## config.mk

```make
export PLATFORM = sky130hd
export DESIGN_NAME = div_unit
export DESIGN_NICKNAME = d
export VERILOG_FILES = /design/src/rtl/div_unit.sv
export SDC_FILE = /design/constraint.sdc
export NUM_CORES = 1
export LEC_CHECK = 0
export CAP_MARGIN = 40
export CORE_MARGIN = 3
export CORE_UTILIZATION = 40
export CTS_CLUSTER_SIZE = 28
export DETAILED_ROUTE_END_ITERATION = 16
export PLACE_DENSITY = 0.67
export SYNTH_ARGS = -nofsm -noshare
export SYNTH_HDL_FRONTEND = slang
export SYNTH_SLANG_ARGS = --single-unit
export TNS_END_PERCENT = 50
```

## constraint.sdc

```tcl
create_clock -name clk_i -period 4.8 [get_ports clk_i]
set_input_delay 0.96 -clock clk_i [delete_from_list [all_inputs] [get_ports clk_i]]
set_output_delay 0.96 -clock clk_i [all_outputs]
set_load 0.02 [all_outputs]
```

## src/rtl/div_unit.sv

```systemverilog
// div_unit: iterative restoring divider for DIV / DIVU.
//
// Takes a request through a start/busy/done handshake. Each request runs
// one restoring step per clock for WIDTH clocks, then one clock to apply
// signs, so latency is fixed at WIDTH+1 clocks from acceptance to done_o.
//
// Ports:
//   clk_i        clock, rising edge
//   rst_i        synchronous active-high reset; aborts a division in flight
//   start_i      request a division (sampled only while idle)
//   signed_i     1 = DIV (two's complement), 0 = DIVU
//   dividend_i   dividend
//   divisor_i    divisor
//   busy_o       division in progress
//   done_o       one-cycle pulse, results valid and updated
//   quotient_o   quotient (LO), held until the next done_o
//   remainder_o  remainder (HI), held until the next done_o
//   div_zero_o   completed operation had a zero divisor
//
// state | meaning
// ------+-----------------------------------------------------------
// IDLE  | waiting for start_i; operands latched on accept
// RUN   | one restoring step per clock, step counter 0..WIDTH-1
// FIX   | apply result signs / divide-by-zero result, pulse done_o
module div_unit #(
  parameter int WIDTH = 32
) (
  input  logic             clk_i,
  input  logic             rst_i,
  input  logic             start_i,
  input  logic             signed_i,
  input  logic [WIDTH-1:0] dividend_i,
  input  logic [WIDTH-1:0] divisor_i,
  output logic             busy_o,
  output logic             done_o,
  output logic [WIDTH-1:0] quotient_o,
  output logic [WIDTH-1:0] remainder_o,
  output logic             div_zero_o
);

  localparam int CW = (WIDTH > 1) ? $clog2(WIDTH) : 1;
  localparam logic [CW-1:0] STEP_LAST = CW'(WIDTH - 1);

  typedef enum logic [1:0] {
    IDLE = 2'd0,
    RUN  = 2'd1,
    FIX  = 2'd2
  } state_t;

  state_t           state;
  logic [CW-1:0]    step;
  logic [WIDTH-1:0] rem;
  logic [WIDTH-1:0] quo;
  logic [WIDTH-1:0] dvs;
  logic [WIDTH-1:0] dvd_orig;
  logic             sgn_mode;
  logic             sq;
  logic             sr;
  logic             dz;

  // Operand magnitudes at accept time. The most negative value negates to
  // itself, which read as unsigned is exactly its magnitude.
  logic             sa;
  logic             sb;
  logic [WIDTH-1:0] a_mag;
  logic [WIDTH-1:0] b_mag;

  assign sa    = signed_i & dividend_i[WIDTH-1];
  assign sb    = signed_i & divisor_i[WIDTH-1];
  assign a_mag = sa ? (~dividend_i + 1'b1) : dividend_i;
  assign b_mag = sb ? (~divisor_i + 1'b1) : divisor_i;

  // One restoring step: shift {rem, quo} left, trial-subtract the divisor
  // from the WIDTH+1 bit partial remainder; a clear sign bit means keep.
  logic [WIDTH:0] partial;
  logic [WIDTH:0] diff;
  logic           keep;

  assign partial = {rem, quo[WIDTH-1]};
  assign diff    = partial - {1'b0, dvs};
  assign keep    = ~diff[WIDTH];

  always_ff @(posedge clk_i) begin
    if (rst_i) begin
      state       <= IDLE;
      step        <= '0;
      rem         <= '0;
      quo         <= '0;
      dvs         <= '0;
      dvd_orig    <= '0;
      sgn_mode    <= 1'b0;
      sq          <= 1'b0;
      sr          <= 1'b0;
      dz          <= 1'b0;
      busy_o      <= 1'b0;
      done_o      <= 1'b0;
      quotient_o  <= '0;
      remainder_o <= '0;
      div_zero_o  <= 1'b0;
    end else begin
      done_o <= 1'b0;
      case (state)
        IDLE: begin
          if (start_i) begin
            rem      <= '0;
            quo      <= a_mag;
            dvs      <= b_mag;
            dvd_orig <= dividend_i;
            sgn_mode <= signed_i;
            sq       <= sa ^ sb;
            sr       <= sa;
            dz       <= (divisor_i == '0);
            step     <= '0;
            busy_o   <= 1'b1;
            state    <= RUN;
          end
        end

        RUN: begin
          if (keep) begin
            rem <= diff[WIDTH-1:0];
          end else begin
            rem <= partial[WIDTH-1:0];
          end
          quo  <= {quo[WIDTH-2:0], keep};
          step <= step + 1'b1;
          if (step == STEP_LAST) begin
            state <= FIX;
          end
        end

        FIX: begin
          if (dz) begin
            // Zero divisor: fixed all-ones quotient, dividend passed back
            // unchanged (with its original sign) as the remainder.
            quotient_o  <= '1;
            remainder_o <= dvd_orig;
          end else begin
            quotient_o  <= (sgn_mode && sq) ? (~quo + 1'b1) : quo;
            remainder_o <= (sgn_mode && sr) ? (~rem + 1'b1) : rem;
          end
          div_zero_o <= dz;
          done_o     <= 1'b1;
          busy_o     <= 1'b0;
          state      <= IDLE;
        end

        default: begin
          state  <= IDLE;
          busy_o <= 1'b0;
        end
      endcase
    end
  end

endmodule

```

==> flow_summary.json, run 1 <==
{
  "status": "complete, no violations",
  "yosysTopAreaCell": "dfxtp_1",
  "setup_ws_ns": 1.286,
  "synth-xor-area-share_pct": 10.44,
  "hold_ws_ns": 0.4503,
  "tns_ns": 0,
  "cp-startpoint": "dividend_i[10]",
  "place_ws_ns": 0.8578,
  "synth_top_area_share_pct": 34.63,
  "cts_tree": "done",
  "syn_avg_cell_area_um2": 7.643,
  "ys_ff_latch": 206,
  "synth_area_um2": 11910,
  "maxCapViolations": 0,
  "clk-insertion-delay-late_ns": 0.52,
  "dieArea_um2": 31870,
  "die_x_um": 178.5,
  "synth-async-reset-ratio_pct": 0,
  "crit_path_max_fanout": 6,
  "start_kind": "input port",
  "ios": 135,
  "drt_iter0_markers": 1236,
  "synth_compound_area_share_pct": 22.28,
  "n_fill_cell": 2868,
  "initial_core_util_pct": 41.04,
  "vias": 11364,
  "setup_viol": 0,
  "cts_hold_buf": 0,
  "yosysWarnings": 0,
  "seqCellArea_um2": 4125,
  "cts_root_buffer": "clkbuf_16",
  "antenna_cells": 0,
  "cts_setup_buffers": 0,
  "cp.arrival_ns": 3.91,
  "syn2layout_area_growth_pct": 20.04,
  "cts_buffers": 23,
  "finalHoldViolCount": 0,
  "stdcell_area_um2": 14290,
  "grt_pass1_wl_um": 54590,
  "rr_startpoint": "rem[0]",
  "period_share_pct": 73.21,
  "powerDensity_nw_per_um2": 308.0,
  "slew_viol_final": 0,
  "first_pass_iters": 6,
  "antenna_found_initial": 0,
  "cts_buffer_depth": 3,
  "synth_adder_area_share_pct": 4.161,
  "synth-edff-count": 0,
  "vias_per_cell": 5.579,
  "io_buffers": 134,
  "htreeDepth": 1,
  "place_area_um2": 13560,
  "synthCells": 1558,
  "peakVddDrop_v": 0.0002733,
  "final_nets": 1747,
  "clk_pin_slew_ns": 0.07,
  "crit_path_end_kind": "flip-flop",
  "fmax_mhz": 284.6,
  "hold_path_class": "reg2reg",
  "hold_start": "remainder_o[2]",
  "synth_area_leaders": "dfxtp_1 35%, nand2_1 7.7%, a21oi_1 6.2%, xnor2_1 5.7%, nor2_1 4.9%",
  "drc": 0,
  "synth_seq_area_share_pct": 34.63,
  "cp.required_ns": 5.19,
  "wl_per_cell_um": 16.85,
  "relSlewSlack_pct": 38.87,
  "muxShareOfSynthArea_pct": 2.270,
  "fin_crit_ns": 3.514,
  "place_inst": 1999,
  "synthesis.nets": 1665,
  "wl_um": 34330,
  "fp.dieH_um": 178.5,
  "yosys.area_share.simple_pct": 21.29,
  "final_cells": 2037,
  "core_um2": 29010,
  "fin_skew_ns": 0.01214,
  "post_synth_num_cell_types": 63,
  "leakage_nw": 5.215,
  "tightest_slew_ns": 0.9169,
  "yosys_most_used_dff": "dfxtp_1",
  "gp_congestion": 0.9009,
  "ant_nets": 0,
  "dp_hpwl_um": 25200,
  "grt_max_degree": 85,
  "cts.sinks": 206,
  "grt.overflow.total": 0,
  "synth_top_family_by_area": "compound AO/OA/AOI/OAI gates",
  "yosysMostFrequentCell": "nand2_1",
  "path_class": "in2reg",
  "grt_pass1_vias": 10390,
  "ys_top_cells_by_count": "244 x nand2_1, 206 x dfxtp_1, 157 x nor2_1, 148 x a21oi_1, 106 x o21ai_0",
  "rows": 62,
  "grt_use_total_pct": 20.88,
  "cts_resized": 0,
  "multiInputGateArea_um2": 7226,
  "drive_gt1_share_pct": 4.356,
  "rsz0062_at_grt": "false"
}
==> layout make-up <==
| type | instances | share of cell area, % |
|---|---|---|
| Inverter | 59 | 1.549 |
| Tap cell | 384 | 3.361 |
| Clock inverter | 8 | 0.7178 |
| Sequential cell | 206 | 28.86 |
| Multi-Input combinational cell | 1197 | 50.55 |
| Timing Repair Buffer | 153 | 10.54 |
| Clock buffer | 30 | 4.421 |
==> through the flow <==
step,total power [mW],util [%]
after floorplan,2.419,-
after global placement,2.662,46.57
after detailed placement,2.676,46.74
after CTS,4.427,49.27
after global routing,4.595,49.27
final,4.403,49.27
==> cell usage in the layout, fill, tap and decap left out, drive strengths merged, types with 38 or more instances in the layout <==
cell and count:
xnor2 77, nor3 44, dfxtp 206, inv 61, nor2 157, a21oi 148, xor2 65, clkdlybuf4s50 133
nand2 244, ha 38, o21ai 106
==> power breakdown <==
part / switching [mW] / leakage [nW] / total (mW) / internal, mW
registers: 0.0697 / 1.68 / 1.85 / 1.78
logic: 0.471 / 3.18 / 0.802 / 0.330
clock network: 0.719 / 0.355 / 1.75 / 1.03
==> logic make-up (layout without fill, tap and decap cells) <==
family          count (synthesis)  count (layout)
simple gates                  563             563
compound gates                426             426
flops                         206             206
buf+inv                       155             250
xor+xnor                      142             142
fa+ha+maj                      39              39
mux                            27              27
==> critical path: stages <==
cell and delay, ns:
clkdlybuf4s50_1 0.51, or4_4 0.61, or3_4 0.38, a21oi_1 0.46, o21ai_0 0.28, a21oi_1 0.22, xnor2_1 0.08, a222oi_1 0.31
nor2_1 0.08
==> registers in the layout, indices dropped and copies added, names as in the netlist, 2 cells and up <==
signal / cells
quotient_o: 32
remainder_o: 32
state: 2
quo: 32
rem: 32
dvd_orig: 32
dvs: 32
step: 5
==> per-layer routing <==
layer	wire (µm)	global-route usage, %	vias up
li1	-	-	5657
met1	16500	30.64	5326
met2	15140	32.93	342
met3	2066	2.384	39
met4	625	4.448	0
met5	0	0	-
==> path summary, 6_finish.rpt <==
path | to | slack (ns) | cells past startpoint
worst max-delay path | quo[30] | 1.29 | 9
worst min-delay path | remainder_o[2] | 0.45 | 2
worst max register to register | rem[17] | 1.39 | 12
worst min register to register | remainder_o[2] | 0.45 | 2
(Power assumes the default switching activity.)
==> inputs of run 2 (changes only) <==
Clock period 4.8 ns to 3.65 ns, I/O delays scaled along.
==> run 2 against run 1 <==
Against the previous run:
- total power grew 34%
- final cell count increased by 1.1%
- hold slack improved by 0.0037 ns
- non-clock buffer count up 17
- utilization rose by 0.76 points
- design area increased by 1.5%
- register-to-register slack got worse by 1.1 ns
- clock power increased by 38%
- critical path depth grew 3
- clock-buffer cell count rose by 6
- sequential power grew 31%
- setup slack got worse by 0.95 ns
- critical path type is now reg2reg
- critical endpoint is now rem[28]
==> flow_summary.json, run 2 (synthesis gave the netlist of run 1 again) <==
{
  "mostFrequentLayoutCells": "244 x nand2_1, 205 x dfxtp_1, 157 x nor2_1",
  "combPwrFrac_pct": 18.1,
  "seqCellArea_um2": 4125,
  "peakVddDrop_v": 0.0003432,
  "ios": 135,
  "cp.arrival_ns": 3.73,
  "grt_use_total_pct": 20.79,
  "fin_crit_ns": 3.312,
  "gp_congestion": 0.8917,
  "finalHoldViolCount": 0,
  "vias": 11492,
  "pwr-share-seq_pct": 41.1,
  "fp.dieH_um": 178.5,
  "tns_ns": 0,
  "rsz0062_at_grt": "false",
  "dp_hpwl_um": 25250,
  "crit_path_end_kind": "flip-flop",
  "path_class": "reg2reg",
  "powerDensity_nw_per_um2": 407.3,
  "n_fill_cell": 2813,
  "cts_root_buffer": "clkbuf_16",
  "cts_setup_buffers": 0,
  "cts_tree": "done",
  "status": "complete, no violations",
  "fin_skew_ns": 0.02365,
  "start_kind": "flip-flop",
  "wl_per_cell_um": 16.69,
  "core_um2": 29010,
  "syn2layout_area_growth_pct": 21.89,
  "rows": 62,
  "setup_viol": 0,
  "cts_hold_buf": 0,
  "wl_um": 34380,
  "slew_viol_final": 0,
  "period_share_pct": 90.74,
  "ant_nets": 0,
  "io_buffers": 134,
  "maxCapViolations": 0,
  "grt_pass1_wl_um": 54370,
  "final_common_cell": "nand2_1",
  "cts_resized": 0,
  "clk_pin_slew_ns": 0.06,
  "dieArea_um2": 31870,
  "final_util_pct": 50.03,
  "multiInputGateArea_um2": 7226,
  "hold_path_class": "reg2reg",
  "cts.sinks": 206,
  "final_nets": 1765,
  "cp.required_ns": 4.06,
  "leakage_nw": 5.343,
  "tightest_slew_ns": 0.8863,
  "antenna_cells": 0,
  "clk-insertion-delay-late_ns": 0.55,
  "cts_buffer_depth": 3,
  "relSlewSlack_pct": 40.92,
  "switching_share_pct": 28.87,
  "grt_max_degree": 84,
  "fmax_mhz": 301.9,
  "antenna_found_initial": 1,
  "drc": 0,
  "htreeDepth": 1,
  "initial_core_util_pct": 41.04,
  "vias_per_cell": 5.579,
  "clockPowerShare_pct": 40.8,
  "drive_gt1_share_pct": 5.549,
  "grt.overflow.total": 0,
  "power_switching_mw": 1.707,
  "first_pass_iters": 6,
  "p_int_mw": 4.205,
  "crit_path_max_fanout": 15,
  "grt_pass1_vias": 10482,
  "cts_buffers": 24,
  "die_x_um": 178.5,
  "drt_iter0_markers": 1083
}
[run 2: cell count changes in the layout (fill, tap and decap cells not counted), moves of 2 or more]
cell,delta
buf_12,+2
clkinv_2,+2
buf_4,+15
clkbuf_8,+3
clkbuf_1,+2
[run 2: area by class of cell]
type,instances,area share [%]
repair buffers,170,11.43
inverters,59,1.526
well taps,384,3.310
flip-flops and latches,206,28.42
multi-input cells,1197,49.78
clock inverters,8,0.6638
clock buffers,36,4.862
[run 2: worst paths after layout]
check / start / endpoint / slack, ns / cells past startpoint
min reg2reg: remainder_o[2] / remainder_o[2] / 0.45 / 2
max reg2reg: rem[0] / rem[28] / 0.34 / 12
max: rem[0] / rem[28] / 0.34 / 12
min: remainder_o[2] / remainder_o[2] / 0.45 / 2
[run 2: metrics by stage]
| step | setup WS, ns | instance area, µm² | std cells | hold WS (ns) | total power [mW] |
|---|---|---|---|---|---|
| 6_report | 0.3381 | 14510 | 2060 | 0.4540 | 5.912 |
| 5_1_grt | 0.04456 | 14510 | 2060 | 0.4738 | 6.154 |
| 4_1_cts | 0.3333 | 14510 | 2060 | 0.4543 | 5.936 |
| 3_5_place_dp | 0.1521 | 13710 | 2016 | 0.4464 | 3.532 |
| 3_3_place_gp | 0.2022 | 13690 | 2015 | 0.4404 | 3.514 |
| 2_1_floorplan | 0.7167 | 11910 | 1558 | 0.4319 | 3.181 |
[run 2: worst max-delay path: stages (launching register included)]
cell	delay (ns)
dfxtp_1	0.47
inv_1	0.14
fa_1	0.48
nor2b_1	0.18
o2111ai_1	0.16
a31oi_1	0.32
o211ai_1	0.16
o21bai_1	0.29
a21oi_1	0.16
xnor2_2	0.22
buf_4	0.29
mux2i_1	0.23
o21ai_0	0.09
[run 2: metal layers]
metal / routed length, µm / GRT usage (%)
met4: 532 / 4.188
met2: 15070 / 32.97
met1: 16590 / 30.24
met5: 10 / 0
met3: 2173 / 2.703
[run 2: power by group through the flow]
stage	logic [mW]	clock network [mW]	registers (mW)
floorplan	0.732	0	2.45
global placement	1.04	0	2.48
detailed placement	1.05	0	2.48
CTS	1.06	2.45	2.43
global route	1.18	2.53	2.44
finish	1.07	2.41	2.43
